`config.mk`:
```
export PLATFORM = sky130hd
export DESIGN_NAME = instr_queue
export DESIGN_NICKNAME = d
export VERILOG_FILES = /design/src/rtl/mips_pkg.sv /design/src/rtl/iq_ptr_ctr.sv /design/src/rtl/instr_queue.sv
export SDC_FILE = /design/constraint.sdc
export NUM_CORES = 1
export LEC_CHECK = 0
export ABC_AREA = 1
export CELL_PAD_IN_SITES_DETAIL_PLACEMENT = 0
export CELL_PAD_IN_SITES_GLOBAL_PLACEMENT = 2
export CORE_AREA = 2 2 152 184
export CTS_BUF_LIST = sky130_fd_sc_hd__clkbuf_8
export CTS_CLUSTER_SIZE = 16
export DETAILED_ROUTE_END_ITERATION = 10
export DIE_AREA = 0 0 154 186
export PLACE_DENSITY_LB_ADDON = 0.08
export SLEW_MARGIN = 10
export SYNTH_ARGS = -nofsm -noshare
export SYNTH_HDL_FRONTEND = slang
export SYNTH_HIERARCHICAL = 1
export SYNTH_SLANG_ARGS = --single-unit
```
`constraint.sdc`:
```
create_clock -name clk -period 7.58 [get_ports clk]
set_input_delay 0.758 -clock clk [delete_from_list [all_inputs] [get_ports clk]]
set_output_delay 0.758 -clock clk [all_outputs]
set_load 0.1 [all_outputs]
```
`src/rtl/mips_pkg.sv`:
```
// Shared MIPS datapath constants: instruction/PC widths and the NOP encoding
// that decode sees whenever no fetched instruction is available.
package mips_pkg;

    localparam int INSTR_W = 32;
    localparam int PC_W    = 32;
    localparam logic [INSTR_W-1:0] NOP_INSTR = 32'h0000_0000;

endpackage

```
`src/rtl/iq_ptr_ctr.sv`:
```
// Wrap-around pointer for the instruction queue: counts 0..DEPTH-1 and returns
// to 0, with a clear that beats increment.
module iq_ptr_ctr #(
    parameter int DEPTH = 4,
    parameter int W     = $clog2(DEPTH)
) (
    input  logic         clk_i,
    input  logic         clr_i,
    input  logic         inc_i,
    output logic [W-1:0] ptr_o
);

    localparam logic [W-1:0] LAST = W'(DEPTH - 1);

    logic [W-1:0] ptr_q;
    logic [W-1:0] ptr_d;

    always_comb begin
        ptr_d = ptr_q;
        if (clr_i) begin
            ptr_d = '0;
        end else if (inc_i) begin
            ptr_d = (ptr_q == LAST) ? '0 : ptr_q + W'(1);
        end
    end

    always_ff @(posedge clk_i) begin
        ptr_q <= ptr_d;
    end

    assign ptr_o = ptr_q;

endmodule

```
`src/rtl/instr_queue.sv`:
```
// FIFO of fetched {pc, instr} pairs between instruction memory and decode,
// with a single-cycle flush for redirects and NOP presented when empty.
import mips_pkg::*;

module instr_queue #(
    parameter int                DATA_W = mips_pkg::INSTR_W,
    parameter int                PC_W   = mips_pkg::PC_W,
    parameter int                DEPTH  = 4,
    parameter logic [DATA_W-1:0] NOP    = mips_pkg::NOP_INSTR
) (
    input  logic                       clk,
    input  logic                       rst,
    input  logic                       flush,
    input  logic                       in_valid,
    output logic                       in_ready,
    input  logic [DATA_W-1:0]          in_instr,
    input  logic [PC_W-1:0]            in_pc,
    output logic                       out_valid,
    input  logic                       out_ready,
    output logic [DATA_W-1:0]          out_instr,
    output logic [PC_W-1:0]            out_pc,
    output logic [$clog2(DEPTH+1)-1:0] count
);

    localparam int PTR_W = $clog2(DEPTH);
    localparam int CNT_W = $clog2(DEPTH + 1);
    localparam logic [CNT_W-1:0] FULL_CNT = CNT_W'(DEPTH);

    logic [DATA_W-1:0] instr_mem_q [DEPTH];
    logic [PC_W-1:0]   pc_mem_q    [DEPTH];
    logic [CNT_W-1:0]  count_q;
    logic [CNT_W-1:0]  count_d;
    logic [PTR_W-1:0]  wp;
    logic [PTR_W-1:0]  rp;
    logic              push;
    logic              pop;
    logic              clr;

    // Handshake readiness comes from occupancy alone, so out_ready never reaches in_ready.
    assign in_ready  = (count_q != FULL_CNT);
    assign out_valid = (count_q != '0);
    assign push      = in_valid & in_ready;
    assign pop       = out_valid & out_ready;
    assign clr       = rst | flush;

    iq_ptr_ctr #(.DEPTH(DEPTH), .W(PTR_W)) u_wp (
        .clk_i (clk),
        .clr_i (clr),
        .inc_i (push),
        .ptr_o (wp)
    );

    iq_ptr_ctr #(.DEPTH(DEPTH), .W(PTR_W)) u_rp (
        .clk_i (clk),
        .clr_i (clr),
        .inc_i (pop),
        .ptr_o (rp)
    );

    always_comb begin
        count_d = count_q;
        if (clr) begin
            count_d = '0;
        end else if (push && !pop) begin
            count_d = count_q + CNT_W'(1);
        end else if (pop && !push) begin
            count_d = count_q - CNT_W'(1);
        end
    end

    always_ff @(posedge clk) begin
        count_q <= count_d;
    end

    // Storage is never cleared; a flushed or reset entry is unreachable once count drops to zero.
    always_ff @(posedge clk) begin
        if (!clr && push) begin
            instr_mem_q[wp] <= in_instr;
            pc_mem_q[wp]    <= in_pc;
        end
    end

    assign out_instr = out_valid ? instr_mem_q[rp] : NOP;
    assign out_pc    = out_valid ? pc_mem_q[rp]    : '0;
    assign count     = count_q;

endmodule

```
# After elaboration in Yosys (flattened, before gate mapping)
# Memory sizes are Yosys's and may differ from the RTL's. A register that Yosys moved wholly into a read port is not among the register bits.
# Index checks and enable logic that the tools add are counted.
# totals
ff_bits	7
ram_bits	256
inputBits	69
output_inout_bits	69
elab_cells	35
n_memories	2
# memory_table
memory	words	word_bits	rd	rd_ports_with_merged_regs	write_ports	line_no	rtl
instr_mem_q	4	32	1	1	1	instr_queue.sv:29	logic [DATA_W-1:0] instr_mem_q [DEPTH];
pc_mem_q	4	32	1	1	1	instr_queue.sv:30	logic [PC_W-1:0] pc_mem_q [DEPTH];
# classes
n_addsub	4
n_eq_ne	3
mux	12
bitwise	3
n_reduce_logical	8
# op_table
operator	n
32-bit two-way mux	2
2-bit two-way mux	6
3-bit two-way mux	2
2-bit by 1-bit adder with 2-bit output (second input constant)	2
2-bit equality test (second input constant)	2
3-bit by 1-bit adder with 3-bit output (second input constant)	1
1-bit logical AND	3
1-bit logical NOT	3
3-bit != test (second input constant)	1
3-bit nonzero test	1
3-bit by 1-bit subtractor with 3-bit output (second input constant)	1
1-bit AND	2
1-bit two-way mux	2
2-bit nonzero test	1
1-bit OR	1

# Logic depth before layout (Yosys ltp)
# depth
ltp_word	6
ltp_mapped	12
ltp_nobuf	11

# Modules after synthesis
# Netlist, hierarchy kept.
# by_module_without_submodules
mod	n_inst	cells_per_inst	area_per_inst_um2	seq_area_each_um2
instr_queue	1	791	10156.0	7747.4
iq_ptr_ctr	2	14	100.1	40.0

# Least setup slack after synthesis
# Ideal clock, no wire load.
# synth_timing
path_kind	flip-flop to flip-flop
startpoint	register count_q[1], in the netlist count[1]
endpoint	memory instr_mem_q[1][0] in the netlist's numbering, enable pin
setup_time_ns	0.565
t_arrival_ns	6.668
required_ns	7.015
setup_slack_ns	0.347
path_stages_with_launch	5
n_path_buf	0
cell_sequence	dfxtp_1 -> inv_1 -> nand3_1 -> nand3_1 -> nor3_1
# synth_between
elab_chain_cells	5
# synth_lines
element	line_no	rtl
from (decl)	instr_queue.sv:31	logic [CNT_W-1:0] count_q;
from (signal assigned)	instr_queue.sv:72	count_q <= count_d;
3-bit != test	instr_queue.sv:40	assign in_ready = (count_q != FULL_CNT);
net in_ready	instr_queue.sv:15	output logic in_ready,
1-bit AND	instr_queue.sv:42	assign push = in_valid & in_ready;
1-bit logical AND	instr_queue.sv:77	if (!clr && push) begin
1-bit two-way mux	instr_queue.sv:77	
1-bit two-way mux (implied by the code)	instr_queue.sv:78	instr_mem_q[wp] <= in_instr;
to (decl)	instr_queue.sv:29	
# The timed path passes the listed nets, and every way through them passes these cells.

==> flow_summary.yaml <==
outcome:
  status: "completed"
setup_path:
  cp-start-kind: "register"
  path_class: "reg2out"
  timing.rr.start: "count[0]"
  required_ns: 6.82
  crit_path_start: "u_rp/ptr_o[0]"
  worstReg2RegEnd: "instr_mem_q[1][29]"
  reg2reg_slack_ns: 4.59
  critPathMaxFanout: 85
  endpoint_kind: "output port"
  reg2reg_depth: 5
  cp_data_arrival_time_ns: 4.54
timing:
  tightest_slew_ns: 1.15
  fin_ws_ns: 2.28
  setup_viol: 0
  fmax_mhz: 189
  setup_tns_ns: 0
  hold_viol_final: 0
  finClkSkew_ns: 0.0119
  drv_slew: 0
  rsz0062_at_grt: "no"
  fin_crit_sh: 0.699
  period_minus_slack_ns: 5.30
  maxSlewHeadroom: 0.233
  holdWs_ns: 0.566
clock_network:
  cts_setup_buffers: 0
  cts_hold_buf: 0
  cts_tree: "done"
  cts_root_buf: "clkbuf_8"
  htree_levels: 2
  numCtsBuffers: 43
  clockBufferDepth: 3
  cts_sinks: 263
  post_cts_resize_count: 0
  path_clk_slew_ns: 0.06
  clock_latency_ns: 0.54
drt:
  antenna_left: 0
  drt_wl_total_mm: 25.2
  route.detailed.drc: 0
  first_pass_iters: 4
  vias: 6733
  first_iter_violations: 408
  via_per_inst: 5.04
  wl_per_cell_um: 18.8
die:
  io_pins: 138
  fp.dieW_um: 154
  die_area_um2: 28600
  die-height_um: 186
  initial_core_util: 0.386
  rows: 66
  fp.coreArea_um2: 26800
synth:
  syn_area_per_cell_um2: 12.6
  ys_seq_area_frac: 0.756
  synth_largest_area_cell: "edfxtp_1"
  syn_inst: 819
  ys.warnings.count: 6
  synth_fp_nets: 892
  synth_seq_cells: 263
  ys_types: 22
  yosys.area.top_type_share: 0.742
  netlist_top_cells_area: "edfxtp_1 74%, nor2_1 9.5%, o21ai_0 5.9%"
  syn_area_um2: 10400
placement:
  gp_congestion: 0.722
  dp_hpwl_mm: 13.6
  dp_slack_ns: 2.76
  port_buffers: 137
layout:
  final_common_cell: "nor2_1"
  final_core_util: 0.474
  mostFrequentLayoutCells: "262 x nor2_1, 256 x edfxtp_1, 137 x clkdlybuf4s50_1"
  area_delta_synth_final_pct: 23.0
  nNetsFinal: 1037
  drive_above_1_share: 0.0764
pwr:
  p_switching_uw: 1100
  internal_power_uw: 2340
  seqPwrFrac: 0.474
  p_per_area_nw_per_um2: 270
  pwr-share-clk: 0.319
  switching_share: 0.320
  p_comb_frac: 0.207
  ir_worst_vdd_uv: 169
  power.leakage_uw: 0.00430
global_routing:
  antenna_found_initial: 2
  overflow: 0
  grt_max_degree: 86
  grt_pass1_wl_mm: 38.6
  first_global_vias: 7064
  track_usage: 0.176
flow_run:
  cap_viol_max_count: 0
min_path:
  min_to: "count[2]"
  hold_start: "count[2]"
  hp-class: "reg2reg"
  whs_path_depth: 2
## cells by family (layout without fill, tap and decap cells)
kind of cell / count (synthesis) / after routing / share of synthesized area
simple gates: 281 / 281 / 0.104
flops: 263 / 263 / 0.756
compound gates: 201 / 201 / 0.0979
buf+inv: 70 / 246 / 0.0370
fa+ha+maj: 4 / 4 / 0.00556
other cells: 0 / 2 / 0
## final cells by class
class / count / area [µm²]
Antenna cell: 2 / 5.00
Clock buffer: 43 / 592
Clock inverter: 33 / 170
Fill cell: 2384 / 14100
Inverter: 22 / 83.8
Multi-Input combinational cell: 486 / 2170
Sequential cell: 263 / 7830
Tap cell: 340 / 425
Timing Repair Buffer: 148 / 1450
## worst max-delay path, cell delays in order (launching register included)
cell and delay [ns]:
dfxtp_4 0.83, clkinv_2 1.12, buf_4 0.63, o21ai_0 0.22, a21oi_1 0.14, clkdlybuf4s50_1 1.01
## sequential cells by signal, summed over array words and instances (netlist names)
register     count
count            3
u_rp/ptr_o       2
pc_mem_q       128
u_wp/ptr_o       2
instr_mem_q    128
## worst max path at each step
stage                                    to  slack [ns]  cells after the start
final                         out_instr[25]        2.28                      5
after global routing           out_instr[6]        1.89                      5
after CTS                     out_instr[25]        2.16                      5
after detailed placement      out_instr[25]        2.76                      5
after global placement        out_instr[25]        2.83                      5
after floorplan           instr_mem_q[1][0]        0.35                      4
## Yosys cell counts
master,number
a21oi_1,67
a21oi_2,2
and2_1,1
buf_1,6
buf_2,12
buf_4,4
buf_6,12
clkbuf_1,14
dfxtp_1,7
edfxtp_1,256
fa_1,1
ha_1,3
inv_1,20
inv_2,2
nand2_1,9
nand3_1,3
nand4_1,1
nor2_1,262
nor3_1,4
nor3_2,1
o21ai_0,123
o21ai_1,9
## metrics by stage
| step | instances | power (µW) | cell area (µm²) |
|---|---|---|---|
| floorplan | 819 | 2180 | 10400 |
| CTS | 1335 | 3490 | 12700 |
| detailed placement | 1259 | 2380 | 12000 |
| finish | 1337 | 3440 | 12700 |
| global route | 1337 | 3580 | 12700 |
| global placement | 1259 | 2370 | 12000 |
## power by group through the flow
stage / logic, µW / clock network (µW) / registers (µW)
5_1_grt: 748 / 1200 / 1630
4_1_cts: 721 / 1140 / 1630
6_report: 713 / 1100 / 1630
2_1_floorplan: 510 / 0 / 1670
3_5_place_dp: 719 / 0 / 1660
3_3_place_gp: 714 / 0 / 1660
## layer usage
| layer | wire, µm | GRT usage |
|---|---|---|
| met1 | 10500 | 0.212 |
| met2 | 12900 | 0.316 |
| met3 | 1290 | 0.0354 |
| met4 | 501 | 0.0576 |
| met5 | 0 | 0 |
(Power assumes the default switching activity.)
